===== src/rtl/trace_pkg.sv =====
// trace_pkg: shared types and constants for the commit trace monitor.
//   trace_entry_t        - one history slot {valid, pc, inst} at the default 32-bit width
//   DEFAULT_SENTINEL_PC  - PC value meaning "no instruction"
//   DEFAULT_HALT_EXEMPT  - PC where an all-zero instruction is not a halt
//   HALT_INST            - instruction word treated as halt
package trace_pkg;

  localparam int TRACE_XLEN = 32;

  localparam logic [TRACE_XLEN-1:0] DEFAULT_SENTINEL_PC = 32'h0000_0000;
  localparam logic [TRACE_XLEN-1:0] DEFAULT_HALT_EXEMPT = 32'h0040_0000;
  localparam logic [TRACE_XLEN-1:0] HALT_INST           = 32'h0000_0000;

  typedef struct packed {
    logic                  valid;
    logic [TRACE_XLEN-1:0] pc;
    logic [TRACE_XLEN-1:0] inst;
  } trace_entry_t;

endpackage


===== src/rtl/trace_history_shift.sv =====
// trace_history_shift: DEPTH-entry shift register of trace entries.
//   clk     - system clock
//   reset   - asynchronous active-low reset, clears every entry
//   shift   - when high, din enters entry[0] and every entry moves one place
//   din     - entry loaded into slot 0 on a shift
//   evicted - current contents of the last slot, i.e. the entry leaving on the next shift
module trace_history_shift
  import trace_pkg::*;
#(
  parameter int  DEPTH   = 5,
  parameter type entry_t = trace_entry_t
) (
  input  logic   clk,
  input  logic   reset,
  input  logic   shift,
  input  entry_t din,
  output entry_t evicted
);

  entry_t hist [DEPTH];

  // NOTE: this array is reset on purpose; stale valid bits would otherwise
  // be reported as commits after reset, so it cannot be left as plain RAM.
  always_ff @(posedge clk or negedge reset) begin
    if (!reset) begin
      for (int k = 0; k < DEPTH; k++) hist[k] <= '0;
    end else if (shift) begin
      // NOTE: non-blocking assignments make every slot read its neighbour's
      // old value, so the loop order does not matter.
      hist[0] <= din;
      for (int k = 1; k < DEPTH; k++) hist[k] <= hist[k-1];
    end
  end

  assign evicted = hist[DEPTH-1];

endmodule


===== src/rtl/commit_trace_monitor.sv =====
// commit_trace_monitor: aligns fetch-stage PC/instruction pairs with write-back
// by delaying them DEPTH PC-change events, and reports one commit record per
// retired slot together with a commit count and sticky terminal flags.
//   clk, reset            - clock and asynchronous active-low reset
//   en                    - monitor enable; state holds while low
//   pc, inst              - current fetch PC and its instruction
//   commit_valid          - one-cycle pulse, commit_pc/commit_inst valid
//   commit_pc, commit_inst- record of the committing slot
//   commit_count          - saturating number of commits reported
//   done, halt, hang      - sticky: commit limit, halt committed, PC frozen
module commit_trace_monitor
  import trace_pkg::*;
#(
  parameter int              XLEN           = 32,
  parameter int              DEPTH          = 5,
  parameter int              MAX_COMMITS    = 1000,
  parameter int              CNT_W          = 16,
  parameter logic [XLEN-1:0] SENTINEL_PC    = XLEN'(DEFAULT_SENTINEL_PC),
  parameter bit              HALT_EN        = 1'b1,
  parameter logic [XLEN-1:0] HALT_EXEMPT_PC = XLEN'(DEFAULT_HALT_EXEMPT),
  parameter int              HANG_LIMIT     = 64
) (
  input  logic             clk,
  input  logic             reset,
  input  logic             en,
  input  logic [XLEN-1:0]  pc,
  input  logic [XLEN-1:0]  inst,
  output logic             commit_valid,
  output logic [XLEN-1:0]  commit_pc,
  output logic [XLEN-1:0]  commit_inst,
  output logic [CNT_W-1:0] commit_count,
  output logic             done,
  output logic             halt,
  output logic             hang
);

  typedef struct packed {
    logic            valid;
    logic [XLEN-1:0] pc;
    logic [XLEN-1:0] inst;
  } entry_t;

  localparam logic [XLEN-1:0]  HALT_WORD = XLEN'(HALT_INST);
  localparam logic [CNT_W-1:0] MAX_CNT   = CNT_W'(MAX_COMMITS);
  localparam logic [CNT_W-1:0] HANG_CNT  = CNT_W'(HANG_LIMIT);

  logic [XLEN-1:0]  last_pc;
  logic [CNT_W-1:0] hang_cnt;
  logic             frozen;
  logic             change;
  logic             stall;
  logic             commit_now;
  logic             is_halt;
  logic [CNT_W-1:0] count_inc;
  entry_t           new_entry;
  entry_t           evicted;

  // NOTE: every always_comb output gets a default first so no path can
  // leave it unassigned and infer a latch.
  always_comb begin
    new_entry       = '0;
    new_entry.valid = (pc != SENTINEL_PC);
    new_entry.pc    = pc;
    new_entry.inst  = inst;

    frozen     = done | halt | hang;
    change     = en && (pc != last_pc) && !frozen;
    stall      = en && (pc == last_pc) && !frozen;
    // Sentinel slots ride through the history but never retire.
    commit_now = change && evicted.valid;
    is_halt    = HALT_EN && (evicted.inst == HALT_WORD) &&
                 (evicted.pc != HALT_EXEMPT_PC);
    count_inc  = (commit_count == '1) ? commit_count : commit_count + 1'b1;
  end

  trace_history_shift #(
    .DEPTH   (DEPTH),
    .entry_t (entry_t)
  ) u_history (
    .clk     (clk),
    .reset   (reset),
    .shift   (change),
    .din     (new_entry),
    .evicted (evicted)
  );

  // Commit record, count and commit-driven flags.
  always_ff @(posedge clk or negedge reset) begin
    if (!reset) begin
      last_pc      <= SENTINEL_PC;
      commit_valid <= 1'b0;
      commit_pc    <= '0;
      commit_inst  <= '0;
      commit_count <= '0;
      done         <= 1'b0;
      halt         <= 1'b0;
    end else begin
      commit_valid <= commit_now;
      if (change) last_pc <= pc;
      if (commit_now) begin
        commit_pc    <= evicted.pc;
        commit_inst  <= evicted.inst;
        commit_count <= count_inc;
        // done rises together with the commit that reaches the limit.
        if (count_inc == MAX_CNT) done <= 1'b1;
        if (is_halt)              halt <= 1'b1;
      end
    end
  end

  // Hang detection: consecutive enabled cycles with an unchanged PC.
  always_ff @(posedge clk or negedge reset) begin
    if (!reset) begin
      hang_cnt <= '0;
      hang     <= 1'b0;
    end else if (change) begin
      hang_cnt <= '0;
    end else if (stall && (HANG_LIMIT != 0)) begin
      hang_cnt <= hang_cnt + 1'b1;
      if (hang_cnt + 1'b1 == HANG_CNT) hang <= 1'b1;
    end
  end

endmodule


===== config.mk =====
export PLATFORM = sky130hd
export DESIGN_NAME = commit_trace_monitor
export DESIGN_NICKNAME = d
export VERILOG_FILES = /design/src/rtl/trace_pkg.sv /design/src/rtl/trace_history_shift.sv /design/src/rtl/commit_trace_monitor.sv
export SDC_FILE = /design/constraint.sdc
export NUM_CORES = 1
export LEC_CHECK = 0
export ABC_AREA = 1
export BUFFER_PORTS_ARGS = -buffer_cell sky130_fd_sc_hd__buf_2
export CAP_MARGIN = 20
export CORE_MARGIN = 10
export CORE_UTILIZATION = 45
export DETAILED_ROUTE_END_ITERATION = 12
export HOLD_SLACK_MARGIN = 0.06
export PLACE_DENSITY_LB_ADDON = 0.15
export SLEW_MARGIN = 15
export SYNTH_ARGS = -nofsm -noshare
export SYNTH_HDL_FRONTEND = slang
export SYNTH_SLANG_ARGS = --single-unit

===== constraint.sdc =====
create_clock -name clk -period 2.71 [get_ports clk]
set_input_delay 0.271 -clock clk [delete_from_list [all_inputs] [get_ports clk]]
set_output_delay 0.271 -clock clk [all_outputs]
set_load 0.005 [all_outputs]

Word level (Yosys, flattened, before mapping)
Cells that the tools add are included.

word-level totals
  word-level logic and storage cells = 50
  flip-flop bits (word level) = 425
  input port bits = 67
  output and inout bits = 84

operators by class
  bitwise operators = 3
  add/sub/neg operators = 2
  equality and inequality tests = 6
  reductions and logical operators = 13
  muxes and demuxes = 3

operator list
  kind                   count
  $mux 16                3
  $add 16x1->16 const B  2
  $eq 32x32->1           1
  $logic_not 32->1       1
  $ne 32x23->1 const B   1
  $ne 32x32->1           1
  $reduce_bool 32->1     1
  $eq 16x10->1 const B   1
  $eq 16x16->1 const B   1
  $eq 16x7->1 const B    1
  $logic_and 1x1->1      6
  $reduce_and 2->1       2
  $reduce_and 3->1       1
  $or 1x1->1             2
  $reduce_bool 2->1      1
  $logic_not 1->1        1
  $not 1->1              1

Longest topological paths before layout
  word-level depth = 6
  depth in mapped cells = 14
  depth with buffers taken out = 12

Cells and area by module
Synthesis repeated with hierarchy kept, for this count alone.

unflattened totals
  cell total of the unflattened synthesis = 2306
  area total of the unflattened synthesis = 19378.6 um^2

modules (own cells, without submodules)
  module                cells each  seq. area each (um^2)  area an instance (um^2)  instances
  trace_history_shift   1437        8132.8                 12700.9                  1
  commit_trace_monitor  869         3303.2                 6677.7                   1

Worst setup path before layout
OpenSTA, ideal clock, no wires.

  kind = register -> register
  from = register commit_count[0]
  to = register done
  data required time = 2.645 ns
  buffers on the path = 1
  clock period less this slack = 1.897 ns
  setup time = 0.065 ns
  stages on the path, launching flop included = 13
  data arrival time = 1.832 ns
  setup slack = 0.813 ns
  cell sequence = dfrtp_1 ha_1 nand3_1 inv_1 nand2_1 nor2_4 inv_1 buf_2 a21oi_1 nand2_1 nor2_1 nand3_1 nand2_1

between the ends
  cells in the longest elaborated chain, start to end = 4
  elaborated cells between the ends (all ways) = 5
  those cells by class = add/sub: 1; eq/ne: 2; mux: 1; reduce/logical: 1

ends and longest elaborated chain
  element                                        RTL line                     RTL
  from (decl)                                    commit_trace_monitor.sv:31   output logic [CNT_W-1:0] commit_count,
  from (signal assigned)                         commit_trace_monitor.sv:103  commit_count <= count_inc;
  $add 16x1->16 or $eq 16x16->1 (tied branches)  commit_trace_monitor.sv:73   count_inc = (commit_count == '1) ? commit_count : commit_count + 1'b1;
  $mux 16 (*)                                    commit_trace_monitor.sv:73
  $eq 16x10->1 (*)                               commit_trace_monitor.sv:105  if (count_inc == MAX_CNT) done <= 1'b1;
  $reduce_and 2->1 (no line) (*)                 -
  to (signal assigned)                           commit_trace_monitor.sv:95   done <= 1'b0;
  to (signal assigned)                           commit_trace_monitor.sv:105
  to (decl)                                      commit_trace_monitor.sv:32   output logic done,

Mark *: on every way between the ends. The rest lies on a longest branch, timed or not.
A chain may end at the register's enable or synchronous reset.

==> results.cfg <==
[synth]
synth_area_leader_cell = dfrtp_1
syn_nets = 2063
synth.top_cells.by_area = dfrtp_1, nand2_1, o21ai_0, inv_1, buf_2
avgSynthCellArea_sq_um = 8.73
synth-xor-area-share_pct = 1.81
netlist.area_leader.share_pct = 61.2
synth_edf_count = 0
synthFlopType = dfrtp_1
synth_top_family_by_area = simple AND/OR/NAND/NOR gates
ys_seq_area_share_pct = 61.2
syn-cell-area_sq_um = 17400
ys_types = 24
ys_top_cells_by_count = nand2_1, dfrtp_1, o21ai_0
synth-simple-area-share_pct = 22.9
synthCells = 1993
muxShareOfSynthArea_pct = 0
yosys_warnings = 0
ys_async_sr_fraction_pct = 100
synth_fa_ha_area_share_pct = 0.216
synth_seq_cells = 425
synth.most_common_cell = nand2_1
synth_compound_area_share_pct = 7.58

[worst_setup_path]
end_kind = flip-flop
critPathLaunchType = flip-flop
path_cells = xnor2_1, nand2_1, nor2_1, nand2_1, nor2_2, nand2_1, nand2_4, buf_4, buf_12, o21ai_0
path_class = flip-flop to flip-flop
worstPathArrival_ns = 2.88
cp_top_family = simple AND/OR/NAND/NOR gates
cp_max_fo = 83
crit_required_ns = 3.13
cp_slowest_cell = dfrtp_1
critPathMaxStageDelay_ns = 0.41
worst-path-buf-inv = 2
cpMostUsedCell = nand2_1

[timing]
final.period_utilization_pct = 90.6
whs_ns = 0.182
setup_ws_ns = 0.256
finalCriticalPeriod_ns = 2.45
setup_viol = 0
worstMarginPinSlew_ns = 0.726
drv_slew = 0
hold_viol = 0
worst_slew_margin_rel_pct = 51.6
max_freq_mhz = 407
rsz0062_at_grt = yes
worst_clock_skew_ns = 0.0160

[clocking]
cts_tree = built
root_buffer = clkbuf_16
cts_setup_buffers = 0
ctsLongestPathBuffers = 3
worstSkewPairLatency_ns = 0.56
clkSlewWorstSetupHoldPaths_ns = 0.06
htreeDepth = 2
clock-sinks = 425
cts_buffers = 45

[floorplanning]
rows = 71
die_area_sq_um = 46900
start_util_pct = 45.8
die_y_microns = 217
die_x_microns = 217
ios = 151
coreArea_sq_um = 37900

[grt]
grt_pass1_vias = 12874
grt_pass1_wl_mm = 66.6
antenna_found_initial = 0
grt_max_degree = 130
grt-ovfl-total = 0
grt_use_total_pct = 17.0

[pwr]
irDropWorstVdd_v = 0.000387
power_mw = 13.3
pwr_density_cell_nw_per_um2 = 636
comb_power_share_pct = 4.6
intPower_mw = 10.4
p_leak_nw = 10.8
switching_share_pct = 22.0
seq_power_share_pct = 50.2
p_switching_mw = 2.91
clkPwrFrac_pct = 45.2

[placement]
pre_cts_ws_ns = 0.143
port_buffers = 150
dpl-instance-area_sq_um = 18700
dp_hpwl_mm = 26.1
place.gp.congestion = 0.851

[detailed_routing]
wl_mm = 39.6
vias = 12993
dr.pass1.iters = 5
wl_per_cell_microns = 14.5
route.detailed.drc = 0
vias_per_cell = 4.75
drt_iter0_markers = 1156
antenna_left = 0

[final_layout]
drive_gt1_share_pct = 11.6
area_growth_pct = 19.9
final_util_pct = 55.0
diodes = 0
nets = 2260
post-route-cell-area_sq_um = 20800

[hold_path]
min_path_type = input port to flip-flop

[run_status]
status = finished clean

[flow_run]
cap_violations = 0
-- worst min-delay path, cell delays in order --
cell	delay [ns]
buf_2	0.10
inv_1	0.13
nor3_1	0.08
nand3_1	0.07
nand2_1	0.05
-- logic make-up (layout without fill, tap and decap cells) --
| group | count (synthesis) | after routing |
|---|---|---|
| flops | 425 | 425 |
| xor+xnor | 36 | 36 |
| compound gates | 260 | 260 |
| simple gates | 1011 | 1011 |
| buf+inv | 258 | 488 |
| fa+ha+maj | 3 | 3 |
-- layer usage --
layer	wire length, microns	GRT usage [%]	up-vias	share of wire [%]
met4	662	4.47	0	1.7
met3	1880	3.55	51	4.7
met2	17700	26.3	209	45
li1	-	-	6627	-
met1	19400	24.0	6106	49
met5	0	0	-	0
-- layout by cell type (no fill, tap or decap), types with 13 or more instances in the layout --
cell / instances
clkbuf_8: 13
nand2_1: 864
o21ai_1: 18
xnor2_1: 22
buf_12: 15
clkbuf_16: 46
nand4_1: 20
nor4_1: 20
inv_1: 165
dfrtp_1: 425
nand3_1: 41
o21ai_0: 234
dlygate4sd3_1: 65
xor2_1: 14
buf_2: 149
nor2_1: 49
-- repair_timing --
item	in CTS	in global routing
resized for setup	0	1
hold endpoints to repair	136	0
hold buffers	65	0
setup endpoints to repair	0	35
-- area by class of cell --
class,instances,area (sq um)
fillers,3477,17100
flip-flops and latches,425,10600
multi-input cells,1310,5680
repair buffers,242,1810
clock buffers,68,1360
well taps,511,639
inverters,166,623
clock inverters,12,96.3
-- power groups by stage --
stage / combinational [mW] / clock [mW] / sequential [mW]
after floorplan: 0.251 / 0 / 6.74
after global placement: 0.536 / 0 / 6.77
after detailed placement: 0.548 / 0 / 6.77
after CTS: 0.623 / 6.17 / 6.66
after global routing: 0.710 / 6.43 / 6.68
final: 0.608 / 6.00 / 6.66
-- worst paths after layout --
check / from / endpoint / slack (ns) / cells after the start
worst max-delay path: u_history.hist[318] / u_history.hist[142] / 0.26 / 10
worst min-delay path: en / hang / 0.18 / 5
worst max register to register: u_history.hist[318] / u_history.hist[142] / 0.26 / 10
worst min register to register: u_history.hist[135] / u_history.hist[70] / 0.47 / 2
max in group asynchronous: reset / commit_pc[31] / 1.51 / 3
min in group asynchronous: reset / commit_pc[27] / 0.33 / 2
-- sequential cells by signal (all words and copies together), names as in the netlist --
name,flops
hang,1
commit_pc,32
commit_inst,32
u_history.hist,260
commit_count,16
u_history.evicted,65
commit_valid,1
halt,1
done,1
hang_cnt,16
-- through the flow --
stage / std cells / setup TNS (ns)
6_report: 2734 / 0
5_1_grt: 2734 / -0.00679
4_1_cts: 2733 / 0
3_5_place_dp: 2588 / 0
3_3_place_gp: 2588 / 0
2_1_floorplan: 1993 / 0
Power figures use the tool's default switching activity.
